## config.mk

```make
export PLATFORM = sky130hd
export DESIGN_NAME = imem_loader
export DESIGN_NICKNAME = d
export VERILOG_FILES = /design/src/rtl/imem_loader_pkg.sv /design/src/rtl/imem_loader_byte_packer.sv /design/src/rtl/imem_loader.sv
export SDC_FILE = /design/constraint.sdc
export NUM_CORES = 1
export LEC_CHECK = 0
export CORE_ASPECT_RATIO = 0.75
export CORE_MARGIN = 2
export CORE_UTILIZATION = 50
export DETAILED_ROUTE_END_ITERATION = 10
export PLACE_DENSITY = 0.76
export SETUP_SLACK_MARGIN = 0.02
export SLEW_MARGIN = 10
export SYNTH_ARGS = -nofsm -noshare
export SYNTH_HDL_FRONTEND = slang
export SYNTH_SLANG_ARGS = --single-unit
```

## constraint.sdc

```tcl
create_clock -name clk -period 2.08 [get_ports clk]
set_input_delay 0.416 -clock clk [delete_from_list [all_inputs] [get_ports clk]]
set_output_delay 0.416 -clock clk [all_outputs]
set_load 0.02 [all_outputs]
```

## src/rtl/imem_loader_pkg.sv

```systemverilog
// Shared types and helpers for the instruction-memory loader.
// The state encoding is exported here so benches can decode the FSM.
package imem_loader_pkg;

    typedef enum logic [2:0] {
        S_LEN_HI = 3'd0,
        S_LEN_LO = 3'd1,
        S_DATA   = 3'd2,
        S_SUM    = 3'd3,
        S_DONE   = 3'd4,
        S_ERR    = 3'd5
    } state_t;

    localparam int LEN_W = 16;

    // Widened compare so a 16-bit length never aliases against the depth.
    function automatic logic len_too_big(input logic [LEN_W-1:0] len,
                                         input int unsigned       depth);
        return ({1'b0, len} > 17'(depth));
    endfunction

endpackage

```

## src/rtl/imem_loader_byte_packer.sv

```systemverilog
// 8-to-32 shift assembler: first byte lands in bits 31:24, word_valid
// pulses combinationally with the 4th byte of each word.
module byte_packer (
    input  logic        clk,
    input  logic        rst,
    input  logic        en,
    input  logic [7:0]  data,
    output logic [31:0] word,
    output logic        word_valid
);

    logic [23:0] shift_r;
    logic [1:0]  cnt_r;

    // Byte shift register and position-in-word counter.
    always_ff @(posedge clk) begin
        if (rst) begin
            shift_r <= 24'd0;
            cnt_r   <= 2'd0;
        end else if (en) begin
            shift_r <= {shift_r[15:0], data};
            cnt_r   <= cnt_r + 2'd1;
        end else begin
            shift_r <= shift_r;
            cnt_r   <= cnt_r;
        end
    end

    assign word       = {shift_r, data};
    assign word_valid = en && (cnt_r == 2'd3);

endmodule

```

## src/rtl/imem_loader.sv

```systemverilog
// Byte-stream program loader: parses length, data words and an XOR checksum,
// writes imem, and releases the processor only after a verified image.
module imem_loader
    import imem_loader_pkg::*;
#(
    parameter int WORD   = 4096,
    parameter int ADDR_W = 12
) (
    input  logic              clk,
    input  logic              rst,
    input  logic [7:0]        rx_data,
    input  logic              rx_valid,
    output logic [ADDR_W-1:0] mem_addr,
    output logic [31:0]       mem_in,
    output logic              mem_we,
    output logic              cpu_rst,
    output logic              done,
    output logic              err
);

    state_t              state_r, state_nxt_s;
    logic [7:0]          len_hi_r;
    logic [LEN_W-1:0]    len_r;
    logic [LEN_W-1:0]    len_full_s;
    logic [7:0]          xor_r;
    logic [ADDR_W:0]     wcnt_r;
    logic [ADDR_W:0]     wcnt_inc_s;
    logic                last_word_s;
    logic                pk_en_s;
    logic [31:0]         pk_word_s;
    logic                pk_valid_s;
    logic [ADDR_W-1:0]   mem_addr_r;
    logic [31:0]         mem_in_r;
    logic                mem_we_r;
    logic                cpu_rst_r;
    logic                done_r;
    logic                err_r;

    assign len_full_s  = {len_hi_r, rx_data};
    assign wcnt_inc_s  = wcnt_r + {{ADDR_W{1'b0}}, 1'b1};
    // Word counter is one bit wider than the address so N == WORD is reachable.
    assign last_word_s = (17'(wcnt_inc_s) == {1'b0, len_r});

    byte_packer u_packer (
        .clk        (clk),
        .rst        (rst),
        .en         (pk_en_s),
        .data       (rx_data),
        .word       (pk_word_s),
        .word_valid (pk_valid_s)
    );

    // Next-state decode and packer enable.
    always_comb begin
        state_nxt_s = state_r;
        pk_en_s     = 1'b0;
        case (state_r)
            S_LEN_HI: begin
                if (rx_valid) state_nxt_s = S_LEN_LO;
                else          state_nxt_s = state_r;
            end
            S_LEN_LO: begin
                if (!rx_valid)                        state_nxt_s = state_r;
                else if (len_too_big(len_full_s, WORD)) state_nxt_s = S_ERR;
                else if (len_full_s == 16'd0)         state_nxt_s = S_SUM;
                else                                  state_nxt_s = S_DATA;
            end
            S_DATA: begin
                pk_en_s = rx_valid;
                if (pk_valid_s && last_word_s) state_nxt_s = S_SUM;
                else                           state_nxt_s = state_r;
            end
            S_SUM: begin
                if (!rx_valid)              state_nxt_s = state_r;
                else if (rx_data == xor_r)  state_nxt_s = S_DONE;
                else                        state_nxt_s = S_ERR;
            end
            S_DONE:  state_nxt_s = S_DONE;
            S_ERR:   state_nxt_s = S_ERR;
            default: state_nxt_s = S_ERR;
        endcase
    end

    // State, length, checksum, word counter and registered outputs.
    always_ff @(posedge clk) begin
        if (rst) begin
            state_r    <= S_LEN_HI;
            len_hi_r   <= 8'd0;
            len_r      <= 16'd0;
            xor_r      <= 8'd0;
            wcnt_r     <= '0;
            mem_addr_r <= '0;
            mem_in_r   <= 32'd0;
            mem_we_r   <= 1'b0;
            cpu_rst_r  <= 1'b1;
            done_r     <= 1'b0;
            err_r      <= 1'b0;
        end else begin
            state_r  <= state_nxt_s;
            mem_we_r <= pk_valid_s;
            if (pk_valid_s) begin
                mem_addr_r <= wcnt_r[ADDR_W-1:0];
                mem_in_r   <= pk_word_s;
                wcnt_r     <= wcnt_inc_s;
            end
            if (rx_valid && (state_r == S_LEN_HI || state_r == S_LEN_LO || state_r == S_DATA))
                xor_r <= xor_r ^ rx_data;
            if (rx_valid && state_r == S_LEN_HI)
                len_hi_r <= rx_data;
            if (rx_valid && state_r == S_LEN_LO)
                len_r <= len_full_s;
            done_r    <= (state_nxt_s == S_DONE);
            err_r     <= (state_nxt_s == S_ERR);
            cpu_rst_r <= (state_nxt_s != S_DONE);
        end
    end

    assign mem_addr = mem_addr_r;
    assign mem_in   = mem_in_r;
    assign mem_we   = mem_we_r;
    assign cpu_rst  = cpu_rst_r;
    assign done     = done_r;
    assign err      = err_r;

endmodule

```

Word level (Yosys, flattened, before mapping)
Index checks and enable logic that the tools add are counted.
- flip-flop bits (word level): 122
- input port bits: 11
- output and inout port bits: 48
- logic and storage cells: 45
- add/sub/neg operators: 2
- magnitude comparators: 1
- eq/ne operators: 10
- multiplexer cells: 9
- bitwise logic cells: 1
- reduce and logical (&&, ||, !) cells: 9
- operators by type and width (operator ; number):
    $eq 13x16->1 ; 1
    $gt 16x13->1 const B ; 1
    $logic_not 16->1 ; 1
    $mux 3 ; 5
    $pmux 3 s5 ; 1
    $add 13x1->13 const B ; 1
    $eq 3x3->1 const B ; 3
    $eq 8x8->1 ; 1
    $xor 8x8->8 ; 1
    $eq 3x2->1 const B ; 2
    $logic_and 1x1->1 ; 5
    $eq 3x1->1 const B ; 1
    $logic_not 3->1 ; 1
    $mux 1 ; 3
    $ne 3x3->1 const B ; 1
    $add 2x1->2 const B ; 1
    $eq 2x2->1 const B ; 1
    $logic_or 1x1->1 ; 2

Depth between registers and ports, before layout
Gate-level depths: netlist of run 1.
- depth after elaboration: 7
- gate-level depth with buffers: 8
- gate-level depth less buffers: 7

Modules after synthesis
A second synthesis of run 1 with hierarchy kept.
- cells, all modules: 559
- area, all modules: 5102.4 sq um
- by module, submodules not included (module ; times used ; cells an instance ; area an instance (sq um) ; sequential area each (sq um)):
    imem_loader ; 1 ; 465 ; 4078.9 ; 1921.8
    byte_packer ; 1 ; 94 ; 1023.5 ; 520.5

Worst setup path after synthesis of run 1
No wires, ideal clock.
- path kind: reg-to-reg
- start: register wcnt_r[0]
- end: register done_r (netlist: done)
- arrival time: 1887 ps
- data required time: 1965 ps
- slack: 78 ps
- cell stages (with the launch flop): 8
- buffers on the path: 0
- clock period less this slack: 2002 ps
- path through: dfxtp_1 -> ha_1 -> and3_1 -> o21ai_0 -> a311o_1 -> a2111oi_2 -> a31oi_1 -> and2_1
- word-level cells in the longest chain between the ends: 6
- ends and longest elaborated chain (item ; line ; source):
    from (decl) ; imem_loader.sv:26 ; logic [ADDR_W:0] wcnt_r;
    from (signal assigned) ; imem_loader.sv:104 ; wcnt_r <= wcnt_inc_s;
    $add 13x1->13 ; imem_loader.sv:40 ; assign wcnt_inc_s = wcnt_r + {{ADDR_W{1'b0}}, 1'b1};
    $eq 13x16->1 ; imem_loader.sv:42 ; assign last_word_s = (17'(wcnt_inc_s) == {1'b0, len_r});
    $logic_and 1x1->1 ; imem_loader.sv:70 ; if (pk_valid_s && last_word_s) state_nxt_s = S_SUM;
    $mux 3 ; imem_loader.sv:70 ;
    $pmux 3 s5 ; imem_loader.sv:57 ; case (state_r)
    $eq 3x3->1 ; imem_loader.sv:112 ; done_r <= (state_nxt_s == S_DONE);
    to (signal assigned) ; imem_loader.sv:112 ;
    to (decl) ; imem_loader.sv:36 ; logic done_r;
Every way passes these cells.
A chain may end at the register's enable or synchronous reset.

Worst setup path after layout of run 1
- start: register wcnt_r[1]
- end: register done_r (netlist: done)
Same word-level chain as after synthesis.

==> results of run 1 <==
[per-layer routing]
layer	vias up	part of all wire, %	track usage [%]
li1	2183	-	-
met1	2124	45	32.7
met2	141	48	38.7
met3	17	6.2	5.58
met4	0	1.3	9.13
met5	-	0	0
[power groups by stage]
stage	clock [mW]	sequential, mW	combinational [mW]
CTS	2.75	2.45	0.413
finish	2.71	2.45	0.431
global placement	0	2.50	0.386
global route	2.88	2.46	0.471
floorplan	0	2.48	0.262
detailed placement	0	2.50	0.400
[timing repair]
action | CTS | global route
endpoints found under the hold margin | 0 | 0
pin swaps | 2 | 8
hold buffers | 0 | 0
gates resized for setup | 5 | 21
buffers inserted | 0 | 0
cloned | 0 | 0
endpoints found under the setup margin | 4 | 5
[Yosys cell counts (2+ instances only)]
| library cell | number | area share, % |
|---|---|---|
| a21oi_1 | 99 | 10 |
| nand2_1 | 209 | 16 |
| xnor2_1 | 27 | 4.8 |
| buf_2 | 8 | 0.81 |
| nor2b_1 | 2 | 0.25 |
| nor2_1 | 31 | 2.4 |
| ha_1 | 2 | 0.51 |
| nor4_1 | 6 | 0.76 |
| nor3_1 | 9 | 0.91 |
| nand4_1 | 4 | 0.51 |
| nand3_1 | 10 | 1.0 |
| or3_1 | 4 | 0.51 |
| clkbuf_1 | 34 | 2.6 |
| xor2_1 | 22 | 3.9 |
| buf_1 | 4 | 0.30 |
| inv_1 | 5 | 0.38 |
| and2_1 | 2 | 0.25 |
| dfxtp_1 | 122 | 49 |
| o21ai_0 | 3 | 0.30 |
[how the worst min path moves through the flow]
stage	startpoint	endpoint	cells after the start	slack (ns)
2_1_floorplan	u_packer.shift_r[16]$_SDFFE_PP0P_	mem_in[24]$_SDFFE_PP0P_	2	0.43
3_3_place_gp	mem_in[1]$_SDFFE_PP0P_	mem_in[1]$_SDFFE_PP0P_	2	0.44
3_5_place_dp	mem_in[20]$_SDFFE_PP0P_	mem_in[20]$_SDFFE_PP0P_	2	0.45
4_1_cts	rst	xor_r[1]$_SDFFE_PP0P_	2	0.43
5_1_grt	rst	mem_in[9]$_SDFFE_PP0P_	2	0.46
6_report	rst	xor_r[1]$_SDFFE_PP0P_	2	0.44
[per-stage QoR]
stage	util (%)	total power [mW]
4_1_cts	67.2	5.61
5_1_grt	68.1	5.80
3_5_place_dp	61.2	2.90
6_report	68.1	5.59
2_1_floorplan	-	2.75
3_3_place_gp	61.2	2.88
[sequential cells by signal (all words and copies together), names as in the netlist]
name / cells
xor_r: 8
mem_in: 32
len_hi_r: 8
err: 1
u_packer.shift_r: 24
u_packer.cnt_r: 2
done: 1
mem_addr: 12
mem_we: 1
len_r: 16
wcnt_r: 13
cpu_rst: 1
state_r: 3
[layout make-up]
class	count	area, sq um
Fill cell	803	3070
Sequential cell	122	2450
Multi-Input combinational cell	449	2380
Timing Repair Buffer	108	993
Clock buffer	23	478
Tap cell	132	165
Clock inverter	8	70.1
Inverter	5	18.8
[worst max-delay path, stage by stage (launching register included)]
cell and delay [ns]:
dfxtp_2 0.35, ha_4 0.17, and3_4 0.20, o21ai_1 0.08, a311o_1 0.35, a2111oi_4 0.38, a31oi_4 0.17, and2_4 0.17
[logic make-up after synthesis]
| logic type | count (synthesis) |
|---|---|
| xor gates and xnor gates | 50 |
| DFF | 122 |
| and+or+nand+nor | 283 |
| adders and majority gates | 2 |
| buffers and inverters | 54 |
| muxes | 1 |
| AOI/OAI and AO/OA | 113 |
==> metrics.log, run 1 <==
[metrics] net count of the finished layout: approximately 700
[metrics] DRT iter0 DRCs: 328
[metrics] count of flip-flops with a built-in enable after synthesis: 0
[metrics] aggregate global-route resource usage: 24.5%
[metrics] die outline area: 10700 sq um
[metrics] clk sinks: 122
[metrics] maximum VDD drop: roughly 570 uV
[metrics] internal reg-to-reg setup slack: 0.09 ns
[metrics] first-pass GRT wire length: 20.8 mm
[metrics] antenna diode count: 0
[metrics] Power Density: 853 nW/um^2
[metrics] static leakage: 2.35 nW
[metrics] post-detailed-route wirelength per cell: ~15 um
[metrics] pin count of the biggest net entering global routing: 47
[metrics] simple logic cell fraction of the synthesized area: around a quarter
[metrics] CTS buffer count: 17
[metrics] count of distinct cell types in the synthesized netlist: 41
[metrics] reg-to-reg startpoint: wcnt_r[1]$_SDFFE_PP0P_
[metrics] area growth from synthesis to layout: 32.8%
[metrics] vias in the first global route: around 4300
[metrics] via-per-instance ratio: between 5 and 6
[metrics] measured slew at the worst slew-check pin: 0.486 ns
[metrics] endpoint of the lowest-slack register-to-register path: done$_SDFF_PP0_
[metrics] worst-case clock buffer depth: 2
[metrics] initial core utilization: 51.3%
[metrics] nets in the synthesized netlist: 638
[metrics] non-filler cells in the finished layout: 847
[metrics] # H-tree levels: 4
[metrics] maximum fanout along the worst path: 4
[metrics] final non-filler cell area: 6550 sq um
[metrics] CTS clock-pin slew for the worst setup and hold paths: 0.05 ns
[metrics] number of warnings printed during yosys synthesis: 0
[metrics] post-synthesis average cell area: 7.90 sq um
[metrics] Total Neg Setup Slack: 0 ns
[metrics] number of port buffers: 58
[metrics] vias post-DR: around 4500
[metrics] CP Capture Type: register
[metrics] skew final: slightly below 0.007 ns
[metrics] classification of the worst setup path: register to register
[metrics] buffer type at the clock tree root: clkbuf_16
[metrics] total of flip-flops plus latches after synthesis: 122
[metrics] register area share after synthesis: around half
[metrics] post-synthesis compound-gate area fraction: 12.3%
[metrics] final period demand of the worst path: 1.99 ns
[metrics] vertical extent of the die: 90.0 um
[metrics] part of the total power dissipated in sequential elements: 43.9%
[metrics] Detailed Place HPWL: 8.63 mm
[metrics] placed cell areas: 5890 sq um
[metrics] Final Hold Slack: 0.440 ns
[metrics] xor-xnor portion of the synthesized cell area: 9.18%
[metrics] share of synthesized area spent on multiplexers: 0.203%
[metrics] TritonCTS clock tree: yes
[metrics] final estimated routing congestion in global placement: roughly 0.9
[metrics] fraction of registers with async set or reset after synthesis: 0%
[metrics] leading cell types in the layout, fill and taps excluded: 209 x nand2_1, 118 x dfxtp_1, 99 x a21oi_1
[metrics] I/O pins: 59
[metrics] number of nets with antenna violations after detailed routing: 0
[metrics] worst-skew pair later-pin latency: ~0.40 ns
[metrics] fraction of the mapped netlist area in adder cells: 0.507%
[metrics] worst endpoint data arrival time: 2.29 ns
[metrics] net switching component of the power: 1.29 mW
[metrics] portion of total power attributed to combinational logic: 7.7%
[metrics] PnR worst setup slack: 0.0915 ns
[metrics] number of standard cells after synthesis: 625
[metrics] cell depth of the worst flop-to-flop path: 7
[metrics] commonest non-fill, non-tap cell in the layout: nand2_1
[metrics] Worst slew margin: 67.6%
[metrics] CP Data Required Time: 2.38 ns
[metrics] startpoint kind of the worst setup timing path: register
[metrics] worst slack at placement: -0.399 ns
[metrics] Fin. Hold Viols: 0
[metrics] wire length after detailed routing: between 10 and 15 mm
[metrics] Maximum Capacitance Violations: 0
[metrics] main flop type after synthesis: dfxtp_1
[metrics] global route total overflow: 0
[metrics] Netlist Area Pre-Place: 4940 sq um
[metrics] top achievable clock speed: 503 MHz
[metrics] final setup violation count: 0
[metrics] width of the chip: around 120 um
[metrics] outcome: complete, no violations
[metrics] timing endpoint of the critical path: done$_SDFF_PP0_
[metrics] post-placement cell count: 816
[metrics] share of post-route cells with drive strength above 1: 14.1%
[metrics] first element of the critical path: wcnt_r[1]$_SDFFE_PP0P_
[metrics] main combinational cell family by area after synthesis: simple AND/OR/NAND/NOR gates
[metrics] Std-Cell Rows: 31
[metrics] Pre-antenna DRT Iters: 6
[metrics] DRC: 0
[metrics] Final Slew Violations: 0
[metrics] kind of path behind the tightest hold check: primary input to register
[metrics] design internal power: 4.30 mW
[metrics] antenna violations before repair: 0
[metrics] final critical-path share of the clock period: between 90% and 100%
[metrics] Core Box Area: 9620 sq um
[metrics] switching part of the total: 23.1%
[metrics] RSZ-0062 raised after global routing: no
[metrics] clock share of power: about half
Power figures use the tool's default switching activity.
==> run 2: changes to the inputs <==
Settings changed: CAP_MARGIN from default to 10.
==> results of run 2 <==
Final layout, timing and power as in run 1 (identical DEF).
==> run 3: changes to the inputs <==
Settings changed: CORE_ASPECT_RATIO 0.75 to 0.8, TNS_END_PERCENT from default to 30.
==> run 3 against run 2 <==
Clock skew shrank 0.00059 ns. Utilization decreased by 0.23 points. Clock power increased by 3%. Via count is 0.94% lower. Sequential power about the same. Routed wire length shrank 3.2%. Critical path type is now primary input to register. Power up 1.2%. Non-clock buffer count increased by 5. Die area barely moved. Register-to-register slack lost 0.02 ns. Worst setup slack got worse by 0.061 ns.
==> metrics.log, run 3 (same netlist as run 1, synthesis figures left out) <==
[metrics] final setup violation count: 0 (unchanged)
[metrics] Power Density: 867 nW/um^2 (+1.6%)
[metrics] wire length after detailed routing: 12.2 mm (-3.2%)
[metrics] classification of the worst setup path: primary input to register
[metrics] DRC: 0 (unchanged)
[metrics] Largest delay share family, worst path: simple AND/OR/NAND/NOR gates
[metrics] cells along the critical path: clkdlybuf4s50_1 -> nor4_1 -> nand3_1 -> mux2i_1 -> o311ai_2 -> a31oi_4 -> and2_1
[metrics] post-detailed-route wirelength per cell: 14.5 um (-2.3%)
[metrics] initial core utilization: 51.4% (+0.053 points)
[metrics] number of port buffers: 58 (unchanged)
[metrics] net count of the finished layout: 721 (+0.70%)
[metrics] measured slew at the worst slew-check pin: 0.660 ns (+0.174 ns)
[metrics] reg-to-reg startpoint: wcnt_r[0]$_SDFFE_PP0P_
[metrics] die outline area: 10700 sq um (about the same)
[metrics] skew final: 0.00629 ns (-0.000587 ns)
[metrics] hold path startpoint: mem_addr[3]$_SDFFE_PP0P_
[metrics] top achievable clock speed: 488 MHz (-3.0%)
[metrics] PnR worst setup slack: 0.0309 ns (-0.0605 ns)
[metrics] vertical extent of the die: 92.9 um (+3.1%)
[metrics] Worst slew margin: 56.0% (-12 points)
[metrics] clk sinks: 122 (unchanged)
[metrics] Final Hold Slack: 0.450 ns (+0.00922 ns)
[metrics] first-pass GRT wire length: 19.3 mm (-7.6%)
[metrics] antenna diode count: 0 (unchanged)
[metrics] global route total overflow: 0 (unchanged)
[metrics] CP max stage cell: clkdlybuf4s50_1
[metrics] final critical-path share of the clock period: 98.5% (+2.9 points)
[metrics] TritonCTS clock tree: yes
[metrics] Worst path depth: 7 (unchanged)
[metrics] area growth from synthesis to layout: 32.2%
[metrics] crit path buf inv count: 1 (+1)
[metrics] Maximum Capacitance Violations: 0 (unchanged)
[metrics] worst-case clock buffer depth: 2 (unchanged)
[metrics] outcome: complete, no violations
[metrics] crit-path max cell delay: 0.49 ns (+0.11 ns)
[metrics] CP Capture Type: register
[metrics] number of nets with antenna violations after detailed routing: 0 (unchanged)
[metrics] leading cell types in the layout, fill and taps excluded: 209 x nand2_1, 116 x dfxtp_1, 99 x a21oi_1
[metrics] via-per-instance ratio: 5.27 (about the same)
[metrics] width of the chip: 115 um (-3.1%)
[metrics] aggregate global-route resource usage: 23.2% (-1.2 points)
[metrics] worst slack at placement: -0.348 ns (+0.0515 ns)
[metrics] Detailed Place HPWL: 8.16 mm (-5.4%)
[metrics] Final Slew Violations: 0 (unchanged)
[metrics] CTS buffer count: 17 (unchanged)
[metrics] I/O pins: 59 (unchanged)
[metrics] Pre-antenna DRT Iters: 5 (-1)
[metrics] final estimated routing congestion in global placement: 0.904 (-2.5%)
[metrics] kind of path behind the tightest hold check: register to register
[metrics] vias post-DR: 4423 (-0.94%)
[metrics] buffer type at the clock tree root: clkbuf_16
[metrics] CTS clock-pin slew for the worst setup and hold paths: 0.05 ns (about the same)
[metrics] worst-skew pair later-pin latency: 0.41 ns (about the same)
[metrics] # H-tree levels: 4 (unchanged)
[metrics] flip-flop count of the largest register after layout: 32 (unchanged)
[metrics] static leakage: 2.34 nW (-0.27%)
[metrics] final period demand of the worst path: 2.05 ns (+0.0605 ns)
[metrics] number of cells on the worst hold path: 2 (unchanged)
[metrics] pin count of the biggest net entering global routing: 65 (+38%)
[metrics] first element of the critical path: rx_data[7]
[metrics] commonest non-fill, non-tap cell in the layout: nand2_1
[metrics] Core Box Area: 9610 sq um (-0.10%)
[metrics] CP Data Required Time: 2.38 ns (about the same)
[metrics] Fin. Hold Viols: 0 (unchanged)
[metrics] vias in the first global route: 4052 (-5.6%)
[metrics] startpoint kind of the worst setup timing path: primary input
[metrics] cell depth of the worst flop-to-flop path: 7 (unchanged)
[metrics] Std-Cell Rows: 32 (+3.2%)
[metrics] DRT iter0 DRCs: 325 (-0.91%)
[metrics] share of post-route cells with drive strength above 1: 13.9% (-0.24 points)
[metrics] worst endpoint data arrival time: 2.35 ns (+0.06 ns)
[metrics] maximum fanout along the worst path: 4 (unchanged)
[metrics] antenna violations before repair: 0 (unchanged)
[metrics] maximum VDD drop: 648 uV (+13%)
-- run 3: through the flow --
step                      instance area [sq um]  util [%]  instances  total power [mW]   TNS, ns
final                                      6520      67.9        839              5.66         0
after global routing                       6520      67.9        839              5.83  -0.00925
after CTS                                  6420      66.8        835              5.66         0
after detailed placement                   5850      60.9        804              2.89    -10.28
after global placement                     5850      60.9        804              2.87     -9.35
after floorplan                            4940         -        625              2.75         0
-- run 3: final cells by class --
class | instances | area (sq um)
clock inverter | 8 | 95.1
multi-input combinational | 449 | 2340
fill | 777 | 3090
tap | 119 | 149
inverter | 5 | 18.8
clock buffer | 23 | 468
sequential | 122 | 2450
timing repair buffer | 113 | 1010
-- run 3: final timing paths --
| check | end | slack [ns] |
|---|---|---|
| hold reg to reg | mem_addr[3]$_SDFFE_PP0P_ | 0.45 |
| setup / recovery | done$_SDFF_PP0_ | 0.03 |
| hold / removal | mem_addr[3]$_SDFFE_PP0P_ | 0.45 |
| setup reg to reg | done$_SDFF_PP0_ | 0.07 |
-- run 3: worst min-delay path: stages (launching register included) --
cell	delay (ns)
dfxtp_1	0.30
nand2_1	0.05
a21oi_1	0.05
-- run 3: power breakdown --
group | switching [mW] | leakage (nW) | internal [mW] | total (mW)
clock | 0.981 | 0.273 | 1.81 | 2.79
sequential | 0.0519 | 0.989 | 2.40 | 2.45
combinational | 0.241 | 1.08 | 0.177 | 0.418
-- run 3: timing repair --
item / CTS / global route
buffers inserted: 0 / 4
setup endpoints to repair: 1 / 4
pin swaps: 0 / 7
gates resized for setup: 1 / 18
gates cloned: 0 / 0
hold buffers: 0 / 0
-- run 3: layer usage --
metal | global-route usage, % | vias to the layer above | wire, um
met4 | 10.3 | 0 | 261
met3 | 6.41 | 27 | 836
met2 | 34.8 | 179 | 5510
li1 | - | 2198 | -
met5 | 0 | - | 0
met1 | 31.3 | 2019 | 5570
